--- src/rtl/sync_framer_ctrl.sv ---
// Frame-sync controller: hunts for PATTERN, verifies it recurs every FRAME_LEN bits, locks,
// then delivers indexed payload bits. Define FRAMER_STATS_EN to add sync/slip counters.
module sync_framer_ctrl #(
    parameter int             PAT_W     = 4,
    parameter logic [PAT_W-1:0] PATTERN = 4'b1011,
    parameter int             FRAME_LEN = 8,
    parameter int             LOCK_CNT  = 2,
    parameter int             LOSS_CNT  = 2
) (
    input  logic                          clk,
    input  logic                          reset,
    input  logic                          x,
    input  logic                          x_valid,
    output logic                          locked,
    output logic                          frame_sync,
    output logic                          sync_lost,
    output logic                          payload_bit,
    output logic                          payload_valid,
    output logic [$clog2(FRAME_LEN)-1:0]  payload_idx
`ifdef FRAMER_STATS_EN
    ,
    output logic [15:0]                   sync_count,
    output logic [7:0]                    slip_count
`endif
);

    localparam int CNT_W  = $clog2(FRAME_LEN);
    localparam int FILL_W = $clog2(PAT_W);
    localparam int GOOD_W = $clog2(LOCK_CNT + 1);
    localparam int MISS_W = $clog2(LOSS_CNT + 1);

    localparam logic [CNT_W-1:0]  CHECK_POS = CNT_W'(FRAME_LEN - 1);
    localparam logic [CNT_W-1:0]  PAY_END   = CNT_W'(FRAME_LEN - PAT_W);
    localparam logic [FILL_W-1:0] FILL_MAX  = FILL_W'(PAT_W - 1);
    localparam logic [GOOD_W-1:0] GOOD_TGT  = GOOD_W'(LOCK_CNT);
    localparam logic [MISS_W-1:0] MISS_TGT  = MISS_W'(LOSS_CNT);

    localparam logic [1:0] ST_HUNT   = 2'd0;
    localparam logic [1:0] ST_VERIFY = 2'd1;
    localparam logic [1:0] ST_LOCKED = 2'd2;

    logic [1:0]        state;
    // Only the previous PAT_W-1 bits are stored; the current x completes the window.
    logic [PAT_W-2:0]  window;
    logic [FILL_W-1:0] fill;
    logic [CNT_W-1:0]  bit_cnt;
    logic [GOOD_W-1:0] good;
    logic [MISS_W-1:0] miss;

    logic [PAT_W-1:0]  cand;
    logic              fill_done;
    logic              match;
    logic              check_bit;
    logic [GOOD_W-1:0] good_inc;
    logic [MISS_W-1:0] miss_inc;
    logic              fs_set;
    logic              sl_set;

    always_comb begin
        cand      = {window, x};
        fill_done = (fill == FILL_MAX);
        match     = fill_done && (cand == PATTERN);
        check_bit = (bit_cnt == CHECK_POS);
        good_inc  = good + 1'b1;
        miss_inc  = miss + 1'b1;
        fs_set    = x_valid && (
                        (state == ST_HUNT   && match && LOCK_CNT == 1) ||
                        (state == ST_VERIFY && check_bit && match && good_inc == GOOD_TGT) ||
                        (state == ST_LOCKED && check_bit && match));
        sl_set    = x_valid && state == ST_LOCKED && check_bit && !match && miss_inc == MISS_TGT;
    end

    always_ff @(posedge clk) begin
        if (reset) begin
            state         <= ST_HUNT;
            window        <= '0;
            fill          <= '0;
            bit_cnt       <= '0;
            good          <= '0;
            miss          <= '0;
            locked        <= 1'b0;
            frame_sync    <= 1'b0;
            sync_lost     <= 1'b0;
            payload_bit   <= 1'b0;
            payload_valid <= 1'b0;
            payload_idx   <= '0;
        end else begin
            frame_sync    <= 1'b0;
            sync_lost     <= 1'b0;
            payload_valid <= 1'b0;
            if (x_valid) begin
                window  <= cand[PAT_W-2:0];
                if (!fill_done)
                    fill <= fill + 1'b1;
                bit_cnt <= check_bit ? '0 : bit_cnt + 1'b1;
                case (state)
                    ST_HUNT: begin
                        if (match) begin
                            bit_cnt <= '0;
                            good    <= GOOD_W'(1);
                            if (LOCK_CNT == 1) begin
                                state      <= ST_LOCKED;
                                locked     <= 1'b1;
                                frame_sync <= 1'b1;
                                miss       <= '0;
                            end else begin
                                state <= ST_VERIFY;
                            end
                        end
                    end
                    ST_VERIFY: begin
                        if (check_bit) begin
                            if (!match) begin
                                state <= ST_HUNT;
                                good  <= '0;
                            end else if (good_inc == GOOD_TGT) begin
                                state      <= ST_LOCKED;
                                locked     <= 1'b1;
                                frame_sync <= 1'b1;
                                miss       <= '0;
                            end else begin
                                good <= good_inc;
                            end
                        end
                    end
                    ST_LOCKED: begin
                        if (bit_cnt < PAY_END) begin
                            payload_valid <= 1'b1;
                            payload_bit   <= x;
                            payload_idx   <= bit_cnt;
                        end
                        // A bad sync is tolerated until LOSS_CNT of them arrive back to back.
                        if (check_bit) begin
                            if (match) begin
                                miss       <= '0;
                                frame_sync <= 1'b1;
                            end else if (miss_inc == MISS_TGT) begin
                                state     <= ST_HUNT;
                                locked    <= 1'b0;
                                sync_lost <= 1'b1;
                                miss      <= '0;
                                good      <= '0;
                            end else begin
                                miss <= miss_inc;
                            end
                        end
                    end
                    default: begin
                        state <= ST_HUNT;
                    end
                endcase
            end
        end
    end

`ifdef FRAMER_STATS_EN
    // Saturating event counters, updated in the same cycle as the pulses they count.
    always_ff @(posedge clk) begin
        if (reset) begin
            sync_count <= '0;
            slip_count <= '0;
        end else begin
            if (fs_set && sync_count != 16'hFFFF)
                sync_count <= sync_count + 1'b1;
            if (sl_set && slip_count != 8'hFF)
                slip_count <= slip_count + 1'b1;
        end
    end
`else
    logic unused_stats;
    assign unused_stats = fs_set ^ sl_set;
`endif

endmodule

--- config.mk ---
export PLATFORM = sky130hd
export DESIGN_NAME = sync_framer_ctrl
export DESIGN_NICKNAME = d
export VERILOG_FILES = /design/src/rtl/sync_framer_ctrl.sv
export SDC_FILE = /design/constraint.sdc
export NUM_CORES = 1
export LEC_CHECK = 0
export BUFFER_PORTS_ARGS = -buffer_cell sky130_fd_sc_hd__buf_2
export CAP_MARGIN = 20
export CORE_MARGIN = 1.5
export CORE_UTILIZATION = 45
export DETAILED_ROUTE_END_ITERATION = 10
export PLACE_DENSITY = 0.64
export RECOVER_POWER = 100
export SLEW_MARGIN = 10
export SYNTH_ARGS = -nofsm -noshare
export SYNTH_HDL_FRONTEND = slang
export SYNTH_SLANG_ARGS = --single-unit
--- constraint.sdc ---
create_clock -name clk -period 5.5 [get_ports clk]
set_input_delay 0.55 -clock clk [delete_from_list [all_inputs] [get_ports clk]]
set_output_delay 0.55 -clock clk [all_outputs]
set_load 0.01 [all_outputs]
* Word-level counts from Yosys, hierarchy flattened
Index checks and enable logic that the tools add are counted.
Storage, ports and cells: flip-flop bits (word level) 22, input port bits 4, output and inout bits 8, word-level logic and storage cells 87
Cells by class: add/subtract/negate cells 4, $lt $le $gt $ge 1, eq/ne operators 16, multiplexer cells 37, bitwise operators 4, reduce and logical (&&, ||, !) cells 13
Operator list (count):
- $mux 2 | 16
- $reduce_and 8->1 | 2
- $mux 1 | 13
- $pmux 2 s3 | 2
- $ne 2x2->1 const B | 5
- $mux 3 | 3
- $eq 2x2->1 const B | 4
- $reduce_and 7->1 | 1
- $add 2x1->2 const B | 3
- $reduce_and 6->1 | 1
- $reduce_or 5->1 | 1
- $eq 4x4->1 const B | 1
- $ne 2x1->1 const B | 2
- $not 1->1 | 4
- $pmux 1 s2 | 2
- $pmux 2 s2 | 1
- $add 3x1->3 const B | 1
- $eq 3x3->1 const B | 1
- $lt 3x3->1 const B | 1
- $ne 3x2->1 const B | 1
- $ne 3x3->1 const B | 1
- $reduce_and 3->1 | 1
- $reduce_bool 3->1 | 1
- $reduce_or 3->1 | 1
- other kinds (6) | 6

* Longest topological paths before layout
depth in word-level cells 6, mapped depth 6, gate-level depth less buffers 6

* Least setup slack after synthesis
No wires, ideal clock.
kind input port to flip-flop, start input x, end register good[0], data arrival time 1.771 ns, required time 5.379 ns, setup slack 3.608 ns, cell stages on the path 5, cell sequence and3b_1 > buf_6 > a31o_4 > a2111oi_4 > mux2_4
Between the ends: word-level cells in the longest chain between the ends 5
RTL lines:
- start: declaration | line 12 | input logic x,
- $eq 4x4->1 * | line 62 | match = fill_done && (cand == PATTERN);
- $logic_and 1x1->1 * | line 62
- $mux 2 | line 113 | if (!match) begin
- $mux 2 | line 112 | if (check_bit) begin
- $pmux 2 s3 | line 96 | case (state)
- end signal: assignment | line 122 | good <= good_inc;
- end: declaration | line 47 | logic [GOOD_W-1:0] good;
Mark *: on every way between the ends. The rest lies on a longest branch, timed or not. The select of a mux whose other input is x is not followed. A chain may end at the register's enable or synchronous reset.

* Final worst setup path
start register state[0], end register good[0]
Between the ends: word-level cells in the longest chain between the ends 3
RTL lines:
- start: declaration | line 42 | logic [1:0] state;
- start signal: assignment | line 75 | state <= ST_HUNT;
- start signal: assignment | line 102 | state <= ST_LOCKED;
- start signal: assignment | line 107 | state <= ST_VERIFY;
- $eq 2x1->1, or another cell as far along | line 96
- $ne 3x3->1 (no source line), or another cell as far along
- $reduce_and 8->1 (no source line)
Several ways; a longest one is shown, not always the timed one.

==> results.py <==
metrics = {
    "critical_path": {
        "r2r_start": "state[0]$_SDFFE_PP0P_",
        "arrival_time_at_the_worst_endpoint_ns": 2.68,
        "timing.rr.end": "good[0]$_SDFFE_PP0P_",
        "cp_max_fo": 7,
        "worstSetupStartpoint": "state[0]$_SDFFE_PP0P_",
        "cells_on_worst_reg2reg_path": 6,
        "timing_worst_setup_path_type": "reg -> reg",
        "worst_setup_path_start_kind": "flip-flop",
        "ff2ff_setup_slack_ns": 3.03,
        "critPathCapture": "good[0]$_SDFFE_PP0P_",
        "required_ns": 5.71,
        "critical_path.endpoint_type": "flip-flop",
    },
    "synth": {
        "postSynth.topFlopCell": "sky130_fd_sc_hd__dfxtp_1",
        "synth_sequential_area_ratio": 0.393,
        "ys_seq_elements": 22,
        "synth_fp_nets": 130,
        "syn_avg_cell_area_sq_um": 9.41,
        "netlist_area_sq_um": 1120,
        "synth_enable_flop_cells": 0,
        "synth_top_area_share": 0.393,
        "yosysWarnings": 0,
        "synth_async_sr_flop_share": 0,
        "post_synth_main_area_contributors": "sky130_fd_sc_hd__dfxtp_1, sky130_fd_sc_hd__mux2i_1, sky130_fd_sc_hd__ha_1",
        "syn_inst": 119,
        "yosys.area.top_type": "sky130_fd_sc_hd__dfxtp_1",
        "synth_cell_types": 33,
    },
    "global_route": {
        "grt_pass1_vias": 704,
        "grt_max_degree": 26,
        "globalRoute.totalOverflow": 0,
        "track_usage": 0.160,
        "initial_antenna_violation_count": 0,
        "grt_first_pass_wirelength_mm": 3.22,
    },
    "power_and_ir_drop": {
        "power.static_leakage_uw": 0.000455,
        "irDropWorstVdd_uv": 166,
        "pwr-share-seq": 0.540,
        "switching_part_of_the_total_power": 0.205,
        "pwr_density_cell_nw_per_um2": 256,
        "clkPwrFrac": 0.409,
        "comb_power_share": 0.052,
        "finalPower_uw": 307,
        "p_sw_uw": 63.0,
        "power.internal_uw": 244,
    },
    "clocking": {
        "clk_pin_slew_ns": 0.11,
        "clock_insertion_delay_at_the_later_pin_of_the_skew_report_ns": 0.32,
        "cts_root_buf": "sky130_fd_sc_hd__clkbuf_4",
        "clk_path_buf_depth": 2,
        "cts_hold_buf": 0,
        "post-cts-setup-buffer-count": 0,
        "cts_h_tree_lvls": 1,
        "cts_resized": 0,
        "tritoncts_buffer_count": 3,
        "cts_tree": "done",
        "cts_num_sinks": 22,
    },
    "floorplanning": {
        "dieHeight_microns": 52.9,
        "floorplan.die_area_sq_um": 2800,
        "initial_standard_cell_utilization_of_the_core": 0.492,
        "ioPinCount": 12,
        "die_width_microns": 52.9,
        "core_sq_um": 2280,
        "core.rowCount": 17,
    },
    "cells_and_area": {
        "most_common_cell_after_layout_fill_and_taps_aside": "sky130_fd_sc_hd__dfxtp_1",
        "area_growth_pct": 7.04,
        "nNetsFinal": 141,
        "insertedDiodeCount": 0,
        "final_cell_mix": "sky130_fd_sc_hd__dfxtp_1, sky130_fd_sc_hd__nor2_1, sky130_fd_sc_hd__inv_1, sky130_fd_sc_hd__mux2i_1, sky130_fd_sc_hd__clkbuf_1",
        "drive_gt1_frac": 0.0698,
    },
    "timing": {
        "period_minus_slack_ns": 2.47,
        "fin_worst_skew_ns": 0.0153,
        "setup-violations-final": 0,
        "finalCritPeriodShare": 0.448,
        "timing_hold_violations_final": 0,
        "postLayoutSetupSlackWorst_ns": 3.03,
        "tightest_slew_ns": 0.887,
        "timing.slew.headroom": 0.393,
        "tns_ns": 0,
        "unrepaired_setup_endpoints_after_global_routing": "no",
        "max_freq_mhz": 406,
        "max_transition_viols_final": 0,
    },
    "placed_design": {
        "detailedPlacementHpwl_mm": 1.44,
        "placement.io_buffers": 11,
        "place.gp.congestion": 0.821,
        "post-place-ws_ns": 3.45,
    },
    "worst_hold_path": {
        "timing.hold.worst.class": "reg -> reg",
        "min-delay-start": "locked$_SDFFE_PP0P_",
    },
    "routing": {
        "dr.first_iter.drc_count": 21,
        "drt_pass1_iterations": 4,
        "vias": 862,
        "route.detailed.wl_per_inst_microns": 12.8,
        "ant_nets": 0,
        "route.final.wire_length_mm": 2.02,
        "route.detailed.vias_per_inst": 5.49,
        "drc": 0,
    },
    "run_status": {
        "run_status": "complete, no violations",
    },
    "job": {
        "maxCapViolations": 0,
    },
}
-- power by group through the flow --
| stage | clock network, uW | logic (uW) | registers (uW) |
|---|---|---|---|
| 3_5_place_dp | 0 | 16.6 | 169 |
| 4_1_cts | 128 | 16.6 | 166 |
| 3_3_place_gp | 0 | 15.8 | 169 |
| 2_1_floorplan | 0 | 12.8 | 168 |
| 6_report | 125 | 15.8 | 166 |
| 5_1_grt | 134 | 17.9 | 166 |
-- Yosys cell counts, drive strengths merged (2+ instances only) --
library cell	instances
nand3	2
buf	3
inv	9
mux2	2
nand3b	4
nor3	4
a211oi	2
o21ai	4
mux2i	9
dfxtp	22
nand2	3
nor3b	2
a21oi	5
a31oi	3
nor2b	2
nand2b	6
o211ai	2
nor2	14
clkbuf	2
ha	7
or4	2
and3b	2
-- logic make-up (layout without fill, tap and decap cells) --
kind of cell,count (synthesis),count (layout),synth area share
flip-flops,22,22,0.393
XOR/XNOR,1,1,0.00782
buffers and inverters,14,24,0.0547
AO/OA/AOI/OAI,21,21,0.153
multiplexers,11,11,0.104
adder cells (fa/ha/maj),7,7,0.0782
AND/OR/NAND/NOR,43,43,0.209
-- worst min path at each step --
stage / end / slack [ns] / cells past startpoint
after floorplan: sync_lost$_SDFF_PP0_ / 0.41 / 1
after global placement: locked$_SDFFE_PP0P_ / 0.44 / 2
after detailed placement: locked$_SDFFE_PP0P_ / 0.45 / 2
after CTS: locked$_SDFFE_PP0P_ / 0.47 / 2
after global routing: sync_lost$_SDFF_PP0_ / 0.50 / 1
final: locked$_SDFFE_PP0P_ / 0.46 / 2
-- layout make-up --
cell class | instances | area (sq um)
Multi-Input combinational cell | 83 | 593
Sequential cell | 22 | 440
Fill cell | 221 | 1080
Timing Repair Buffer | 11 | 43.8
Tap cell | 28 | 35.0
Clock inverter | 1 | 30.0
Inverter | 9 | 33.8
Clock buffer | 3 | 22.5
-- state kept, by name, summed over array words and instances (netlist names) --
name,flops
bit_cnt,3
fill,2
frame_sync,1
good,2
locked,1
miss,2
payload_bit,1
payload_idx,3
payload_valid,1
state,2
sync_lost,1
window,3
-- critical path: stages (launching register included) --
cell and delay (ns):
sky130_fd_sc_hd__dfxtp_1 0.37, sky130_fd_sc_hd__inv_1 0.07, sky130_fd_sc_hd__ha_1 0.27, sky130_fd_sc_hd__nor2_1 0.30, sky130_fd_sc_hd__o221ai_1 0.23, sky130_fd_sc_hd__a2111oi_0 0.77, sky130_fd_sc_hd__mux2_4 0.35
-- per-stage QoR --
step           area (sq um)  utilization  std cells  hold slack (ns)
6_report               1200        0.527        157            0.464
3_5_place_dp           1180        0.520        153            0.449
4_1_cts                1230        0.543        157            0.468
2_1_floorplan          1120            -        119            0.414
3_3_place_gp           1180        0.520        153            0.441
5_1_grt                1200        0.527        157            0.496
-- per-layer routing --
metal	global-route usage	vias to the layer above	share of wire
met5	0	-	0
met4	0.0897	0	0.031
met3	0.0254	7	0.033
met2	0.244	19	0.41
met1	0.212	394	0.52
li1	-	442	-
No activity file was read; power rests on OpenSTA's default activity.
